[config.mk]
export PLATFORM = sky130hd
export DESIGN_NAME = mem_wb_stage_ctrl_flat
export DESIGN_NICKNAME = d
export VERILOG_FILES = /design/src/rtl/mem_wb_stage_ctrl_if.sv /design/src/rtl/mem_wb_stage_ctrl.sv /design/src/flat_wrapper.sv
export SDC_FILE = /design/constraint.sdc
export NUM_CORES = 1
export LEC_CHECK = 0
export ABC_AREA = 1
export CORE_AREA = 3 3 209 211
export DETAILED_ROUTE_END_ITERATION = 8
export DIE_AREA = 0 0 212 214
export HOLD_SLACK_MARGIN = 0.02
export SYNTH_ARGS = -nofsm -noshare
export SYNTH_HDL_FRONTEND = slang
export SYNTH_SLANG_ARGS = --single-unit
[constraint.sdc]
create_clock -name clk -period 9.8 [get_ports clk]
set_clock_uncertainty 0.2 [all_clocks]
set_input_delay 1.96 -clock clk [delete_from_list [all_inputs] [get_ports clk]]
set_output_delay 1.96 -clock clk [all_outputs]
set_load 0.1 [all_outputs]
[src/rtl/mem_wb_stage_ctrl_if.sv]
// rtl/mem_wb_stage_ctrl_if.sv - data-memory req/ack bus between the MEM stage and data memory
interface mem_wb_stage_ctrl_if #(
  parameter int DATA_WIDTH = 64
);
  logic                  mem_req;
  logic                  mem_we;
  logic [DATA_WIDTH-1:0] mem_addr;
  logic [DATA_WIDTH-1:0] mem_wdata;
  logic [DATA_WIDTH-1:0] mem_rdata;
  logic                  mem_ack;

  // Pipeline side issues requests
  modport master (
    output mem_req, mem_we, mem_addr, mem_wdata,
    input  mem_rdata, mem_ack
  );

  // Memory side answers them
  modport slave (
    input  mem_req, mem_we, mem_addr, mem_wdata,
    output mem_rdata, mem_ack
  );
endinterface

[src/rtl/mem_wb_stage_ctrl.sv]
// rtl/mem_wb_stage_ctrl.sv - MEM stage control and MEM/WB register; optional access timeout under MEM_TIMEOUT_EN
module mem_wb_stage_ctrl #(
  parameter int DATA_WIDTH     = 64,
  parameter int TIMEOUT_CYCLES = 16
) (
  input  logic                  clk,
  input  logic                  reset,
  input  logic                  MemWrite_EXMEM,
  input  logic                  MemRead_EXMEM,
  input  logic                  RegWrite_EXMEM,
  input  logic [1:0]            Mem2Reg_EXMEM,
  input  logic [4:0]            Rd_MEM,
  input  logic [DATA_WIDTH-1:0] ALUoutMEM,
  input  logic [DATA_WIDTH-1:0] MEM_B,
  input  logic [DATA_WIDTH-1:0] mult_valMEM,
  input  logic [DATA_WIDTH-1:0] shifted_valMEM,
  mem_wb_stage_ctrl_if.master   bus,
  output logic                  stall_MEM,
  output logic                  RegWrite_MEMWB,
  output logic [4:0]            Rd_WB,
  output logic [DATA_WIDTH-1:0] WB_data,
  output logic                  mem_err
);

  typedef enum logic [1:0] {
    S_IDLE     = 2'd0,
    S_ACCESS   = 2'd1,
    S_COMPLETE = 2'd2
  } state_t;

  state_t                r_state;
  logic                  r_mem_req;
  logic                  r_mem_we;
  logic [DATA_WIDTH-1:0] r_rdata_hold;
  logic                  r_regwrite;
  logic [4:0]            r_rd;
  logic [DATA_WIDTH-1:0] r_wb_data;

  logic                  w_mem_op;
  logic                  w_stall;
  logic [DATA_WIDTH-1:0] w_wb_data;

`ifdef MEM_TIMEOUT_EN
  localparam int CNT_W = $clog2(TIMEOUT_CYCLES + 1);
  logic [CNT_W-1:0] r_cnt;
  logic             r_mem_err;
`endif

  // A request with both read and write set is treated as a store
  assign w_mem_op = MemRead_EXMEM | MemWrite_EXMEM;

  // Stall decode: the instruction is held until its access has finished
  always_comb begin
    w_stall = 1'b0;
    case (r_state)
      S_IDLE:   w_stall = w_mem_op;
      S_ACCESS: w_stall = 1'b1;
      default:  w_stall = 1'b0;
    endcase
  end

  // Writeback source select
  always_comb begin
    w_wb_data = ALUoutMEM;
    case (Mem2Reg_EXMEM)
      2'b00:   w_wb_data = ALUoutMEM;
      2'b01:   w_wb_data = r_rdata_hold;
      2'b10:   w_wb_data = mult_valMEM;
      default: w_wb_data = shifted_valMEM;
    endcase
  end

  // Access FSM: issues the request, waits for ack (or timeout), latches load data
  always_ff @(posedge clk or posedge reset) begin
    if (reset) begin
      r_state      <= S_IDLE;
      r_mem_req    <= 1'b0;
      r_mem_we     <= 1'b0;
      r_rdata_hold <= '0;
`ifdef MEM_TIMEOUT_EN
      r_cnt        <= '0;
      r_mem_err    <= 1'b0;
`endif
    end else begin
`ifdef MEM_TIMEOUT_EN
      r_mem_err <= 1'b0;
`endif
      case (r_state)
        S_IDLE: begin
          if (w_mem_op) begin
            r_state   <= S_ACCESS;
            r_mem_req <= 1'b1;
            r_mem_we  <= MemWrite_EXMEM;
`ifdef MEM_TIMEOUT_EN
            r_cnt     <= '0;
`endif
          end
        end
        S_ACCESS: begin
          if (bus.mem_ack) begin
            r_rdata_hold <= bus.mem_rdata;
            r_mem_req    <= 1'b0;
            r_mem_we     <= 1'b0;
            r_state      <= S_COMPLETE;
          end
`ifdef MEM_TIMEOUT_EN
          else if (r_cnt == CNT_W'(TIMEOUT_CYCLES - 1)) begin
            r_rdata_hold <= '0;
            r_mem_req    <= 1'b0;
            r_mem_we     <= 1'b0;
            r_mem_err    <= 1'b1;
            r_state      <= S_COMPLETE;
          end else begin
            r_cnt <= r_cnt + CNT_W'(1);
          end
`endif
        end
        S_COMPLETE: r_state <= S_IDLE;
        default:    r_state <= S_IDLE;
      endcase
    end
  end

  // MEM/WB register: capture when not stalled, otherwise insert a bubble
  always_ff @(posedge clk or posedge reset) begin
    if (reset) begin
      r_regwrite <= 1'b0;
      r_rd       <= '0;
      r_wb_data  <= '0;
    end else if (!w_stall) begin
      r_regwrite <= RegWrite_EXMEM;
      r_rd       <= Rd_MEM;
      r_wb_data  <= w_wb_data;
    end else begin
      r_regwrite <= 1'b0;
    end
  end

  assign bus.mem_req   = r_mem_req;
  assign bus.mem_we    = r_mem_we;
  assign bus.mem_addr  = ALUoutMEM;
  assign bus.mem_wdata = MEM_B;

  assign stall_MEM      = w_stall;
  assign RegWrite_MEMWB = r_regwrite;
  assign Rd_WB          = r_rd;
  assign WB_data        = r_wb_data;

`ifdef MEM_TIMEOUT_EN
  assign mem_err = r_mem_err;
`else
  assign mem_err = 1'b0;
`endif

endmodule

[src/flat_wrapper.sv]
// flat-port wrapper written by rule: the top's interface ports become plain ports
module mem_wb_stage_ctrl_flat 
#(
  parameter int DATA_WIDTH     = 64,
  parameter int TIMEOUT_CYCLES = 16
)
  (clk, reset, MemWrite_EXMEM, MemRead_EXMEM, RegWrite_EXMEM, Mem2Reg_EXMEM, Rd_MEM, ALUoutMEM, MEM_B, mult_valMEM, shifted_valMEM, stall_MEM, RegWrite_MEMWB, Rd_WB, WB_data, mem_err, bus_mem_req, bus_mem_we, bus_mem_addr, bus_mem_wdata, bus_mem_rdata, bus_mem_ack);
  mem_wb_stage_ctrl_if #(.DATA_WIDTH(DATA_WIDTH)) bus_i ();
  input  logic clk;
  input  logic reset;
  input  logic MemWrite_EXMEM;
  input  logic MemRead_EXMEM;
  input  logic RegWrite_EXMEM;
  input  logic [1:0] Mem2Reg_EXMEM;
  input  logic [4:0] Rd_MEM;
  input  logic [DATA_WIDTH-1:0] ALUoutMEM;
  input  logic [DATA_WIDTH-1:0] MEM_B;
  input  logic [DATA_WIDTH-1:0] mult_valMEM;
  input  logic [DATA_WIDTH-1:0] shifted_valMEM;
  output logic stall_MEM;
  output logic RegWrite_MEMWB;
  output logic [4:0] Rd_WB;
  output logic [DATA_WIDTH-1:0] WB_data;
  output logic mem_err;
  output wire logic [$bits(bus_i.mem_req)-1:0] bus_mem_req;
  output wire logic [$bits(bus_i.mem_we)-1:0] bus_mem_we;
  output wire logic [$bits(bus_i.mem_addr)-1:0] bus_mem_addr;
  output wire logic [$bits(bus_i.mem_wdata)-1:0] bus_mem_wdata;
  input wire logic [$bits(bus_i.mem_rdata)-1:0] bus_mem_rdata;
  input wire logic [$bits(bus_i.mem_ack)-1:0] bus_mem_ack;
  assign bus_mem_req = bus_i.mem_req;
  assign bus_mem_we = bus_i.mem_we;
  assign bus_mem_addr = bus_i.mem_addr;
  assign bus_mem_wdata = bus_i.mem_wdata;
  assign bus_i.mem_rdata = bus_mem_rdata;
  assign bus_i.mem_ack = bus_mem_ack;
  mem_wb_stage_ctrl #(.DATA_WIDTH(DATA_WIDTH), .TIMEOUT_CYCLES(TIMEOUT_CYCLES)) u_core (.clk(clk), .reset(reset), .MemWrite_EXMEM(MemWrite_EXMEM), .MemRead_EXMEM(MemRead_EXMEM), .RegWrite_EXMEM(RegWrite_EXMEM), .Mem2Reg_EXMEM(Mem2Reg_EXMEM), .Rd_MEM(Rd_MEM), .ALUoutMEM(ALUoutMEM), .MEM_B(MEM_B), .mult_valMEM(mult_valMEM), .shifted_valMEM(shifted_valMEM), .bus(bus_i), .stall_MEM(stall_MEM), .RegWrite_MEMWB(RegWrite_MEMWB), .Rd_WB(Rd_WB), .WB_data(WB_data), .mem_err(mem_err));
endmodule
# Word level (Yosys, flattened, before mapping)
# Cells that the tools add are included.
[totals]
regBits = 138
inputBits = 333
out_inout_bits = 202
elab_cells = 30
[classes]
reduce_logical = 6
n_bitwise = 1
muxes = 11
n_eq_ne = 5
[ops]
columns = ["op", "n"]
rows = [
  ["case mux 64 bit (3 select lines)", 1],
  ["case mux 1 bit (2 select lines)", 3],
  ["== test 2 x 1 -> 1 bit, second input constant", 2],
  ["logical NOT 2 bit", 2],
  ["two-way mux 1 bit", 4],
  ["two-way mux 2 bit", 2],
  ["case mux 2 bit (2 select lines)", 1],
  ["AND reduction 2 bit", 2],
  ["AND reduction 3 bit", 1],
  ["== test 2 bit, second input constant", 1],
  ["inequality test 2 x 1 -> 1 bit, second input constant", 1],
  ["inequality test 2 bit, second input constant", 1],
  ["nonzero test 2 bit", 1],
  ["OR 1 bit", 1],
]

# Depth between registers and ports, before layout
[depth]
ltp_word = 3
depth_mapped = 7
ltp_nobuf = 6

# Worst setup path before layout
# OpenSTA, ideal clock, no wires.
[synth_timing]
kind = "input to output"
from = "in MemWrite_EXMEM"
to = "out stall_MEM"
stages = 3
path_slack_ps = 5008
t_required_ps = 7640
path_buffers = 1
arrival_time_ps = 2632
path_cell_list = "o21ai_2 nand2_2 buf_2"
[synth_via]
elab_chain_len = 2
[synth_rtl]
columns = ["element", "line", "rtl"]
rows = [
  ["start, declared", "flat_wrapper.sv:11", "input logic MemWrite_EXMEM;"],
  ["OR 1 bit", "mem_wb_stage_ctrl.sv:50", "assign w_mem_op = MemRead_EXMEM | MemWrite_EXMEM;"],
  ["case mux 1 bit (2 select lines)", "mem_wb_stage_ctrl.sv:55", "case (r_state)"],
  ["end, declared", "flat_wrapper.sv:20", "output logic stall_MEM;"],
]
# No other way between the ends.

# Worst setup path in the final report
# Same ends and word-level chain as after synthesis.

==> impl_metrics.yaml <==
status:
  status: "complete, no violations"
cells_and_area:
  nets: 1711
  area_growth_syn_to_layout_pct: 47.58
  multi_input_area_mm2: 0.003381
  instances_no_fill: 1930
  diodes: 0
  fillers: 4570
  seqCellArea_mm2: 0.003453
  final_common_cell: "nand2_1"
  final_cell_mix: "nand2_1, clkdlybuf4s50_1, dfrtp_1"
  drive_gt1_frac: 0.03810
global_route:
  grt_pass1_wl_mm: 52.51
  grt_max_degree: 77
  track_usage: 0.1532
  antenna_found_initial: 0
  grt_pass1_vias: 8559
  gr-total-overflow: 0
hold_path:
  hp-start: "u_core.r_rdata_hold[55]$_DFFE_PP0P_"
  worstHoldPathCells: 2
  hold_class: "reg -> reg"
  holdPathEnd: "u_core.r_rdata_hold[55]$_DFFE_PP0P_"
detailed_routing:
  avgViaCountPerCell: 4.312
  dr.pass1.iters: 5
  wl_met3_mm: 2.381
  vias: 8322
  routed_wirelength_mm: 35.55
  wl_met1_mm: 14.50
  top_layer: "met4"
  dr_wl_met2_mm: 17.36
  wl_per_cell_um: 18.42
  drc: 0
  first_iter_violations: 496
  ant_nets: 0
power:
  switchingPower_mw: 1.982
  p_int_mw: 1.736
  irDropWorstVdd_mv: 0.1462
  combinationalPowerShare: 0.565
  pwr-share-seq: 0.258
  p_total_mw: 3.718
  p_sw_frac: 0.5330
  powerDensity_mw_per_mm2: 303.7
  leakage_nw: 5.554
  p_clk_frac: 0.177
yosys:
  synth.ff_latch_count: 138
  synth_area_mm2: 0.008294
  synth_cell_types: 20
  avgSynthCellArea_um2: 7.219
  yosysWarningCount: 0
  yosys.area.top_type: "dfrtp_1"
  synth_cells: 1149
  synth_seq_area_share: 0.4164
  synth_area_leaders: "dfrtp_1, nand2_1, buf_4"
  synth_top_area_frac: 0.4164
  syn_nets: 1482
sta:
  min_period_ns: 6.383
  hold_viol: 0
  slew_viol_final: 0
  layout_worst_path_cycle_share: 0.6513
  slew_headroom: 0.2713
  timing.final.ws_setup_ns: 3.417
  tightest_slew_ns: 1.091
  rsz0062_at_grt: "false"
  setup_tns_ns: 0
  max_freq_mhz: 156.7
  setup_viol_count_final: 0
clock_tree:
  post_cts_resized: 0
  cts_setup_buffers: 0
  cts_tree: "yes"
  htree_num_levels: 4
  path_clk_slew_ns: 0.07
  clock_latency_ns: 0.43
  cts-root-buf: "clkbuf_16"
  numCtsBuffers: 17
  clock-sinks: 138
  cts_buffer_depth: 2
  ctsHoldBuffers: 0
flow_run:
  cap_violations: 0
setup_path:
  cp_cell_sequence: "clkdlybuf4s50_1 > o21ai_2 > nand2_4 > clkdlybuf4s50_1"
  max_stage_delay_ns: 1.22
  cpMaxStageDelayCell: "clkdlybuf4s50_1"
  crit_fanout: 35
  critPathLaunchType: "primary input"
  r2r_start: "u_core.r_state[1]$_DFFE_PP0P_"
  cp.required_ns: 7.64
  path_common_cell: "clkdlybuf4s50_1"
  r2r_slack_ns: 5.77
  worstRegToRegCells: 7
  rr_endpoint: "u_core.r_rdata_hold[31]$_DFFE_PP0P_"
  arrival_ns: 4.22
  cp-end-kind: "primary output"
  critical_path_class: "in -> out"
placed_design:
  dp_hpwl_mm: 24.64
  place_inst: 1898
  pre_cts_slack_ns: 3.405
  io_buffers: 405
  place.gp.congestion: 0.8358
floorplan:
  rows: 75
  die_h_um: 214
  core_mm2: 0.04195
  die-area_mm2: 0.04537
  die_x_um: 212
  initial_core_util: 0.1977
  ios: 535
-- per-layer routing --
layer,global-route usage,vias up
li1,-,3988
met1,0.1810,3914
met2,0.2598,344
met3,0.03969,76
met4,0.06944,0
met5,0,-
-- area by class of cell --
class                   instances  area share
clock inverters                11    0.009813
flip-flops and latches        138      0.2821
multi-input cells             800      0.2762
inverters                       8    0.002862
repair buffers                413      0.3355
clock buffers                  21     0.03843
well taps                     539     0.05510
-- cell usage after synthesis, drive strengths merged --
library cell / number
a21oi: 64
buf: 195
clkbuf: 8
conb: 1
dfrtp: 138
inv: 8
nand2: 471
nand3: 130
nor2: 68
o21ai: 66
-- flip-flops by register name, summed over array words and instances, names as in the netlist --
name and count:
u_core.Rd_WB 5, u_core.bus.mem_we 1, u_core.WB_data 64, u_core.bus.mem_req 1, u_core.RegWrite_MEMWB 1, u_core.r_rdata_hold 64
u_core.r_state 2
-- critical path: cells and delay by family --
family                 cells  cell delay, ns
AOI/OAI and AO/OA          1            0.12
buffers and inverters      2            1.76
and+or+nand+nor            1            0.34
-- logic make-up (layout without fill, tap and decap cells) --
group           after synthesis  count (layout)  synth area share
compound gates              130             130           0.07890
buf+inv                     211             453            0.1782
other cells                   1               1         0.0004521
flops                       138             138            0.4164
simple gates                669             669            0.3261
-- power groups by stage --
stage	Clock [mW]	Sequential (mW)	Combinational, mW
6_report	0.657	0.961	2.10
5_1_grt	0.707	0.990	2.22
4_1_cts	0.682	0.958	2.12
3_5_place_dp	0	0.963	2.12
3_3_place_gp	0	0.957	2.11
2_1_floorplan	0	1.82	0.792
-- through the flow --
stage | hold WS, ns | instance area [µm²] | utilization
5_1_grt | 0.2965 | 12240 | 0.2918
2_1_floorplan | 0.2436 | 8294 | -
6_report | 0.2750 | 12240 | 0.2918
3_5_place_dp | 0.2613 | 11650 | 0.2777
3_3_place_gp | 0.2565 | 11650 | 0.2777
4_1_cts | 0.2795 | 12240 | 0.2918
-- worst max-delay path by stage --
stage              startpoint                     endpoint  depth (start not counted)
2_1_floorplan           reset  u_core.Rd_WB[0]$_DFFE_PP0N_                          1
3_3_place_gp   MemWrite_EXMEM                    stall_MEM                          4
5_1_grt        MemWrite_EXMEM                    stall_MEM                          4
3_5_place_dp   MemWrite_EXMEM                    stall_MEM                          4
6_report       MemWrite_EXMEM                    stall_MEM                          4
4_1_cts        MemWrite_EXMEM                    stall_MEM                          4
(Power assumes the default switching activity.)
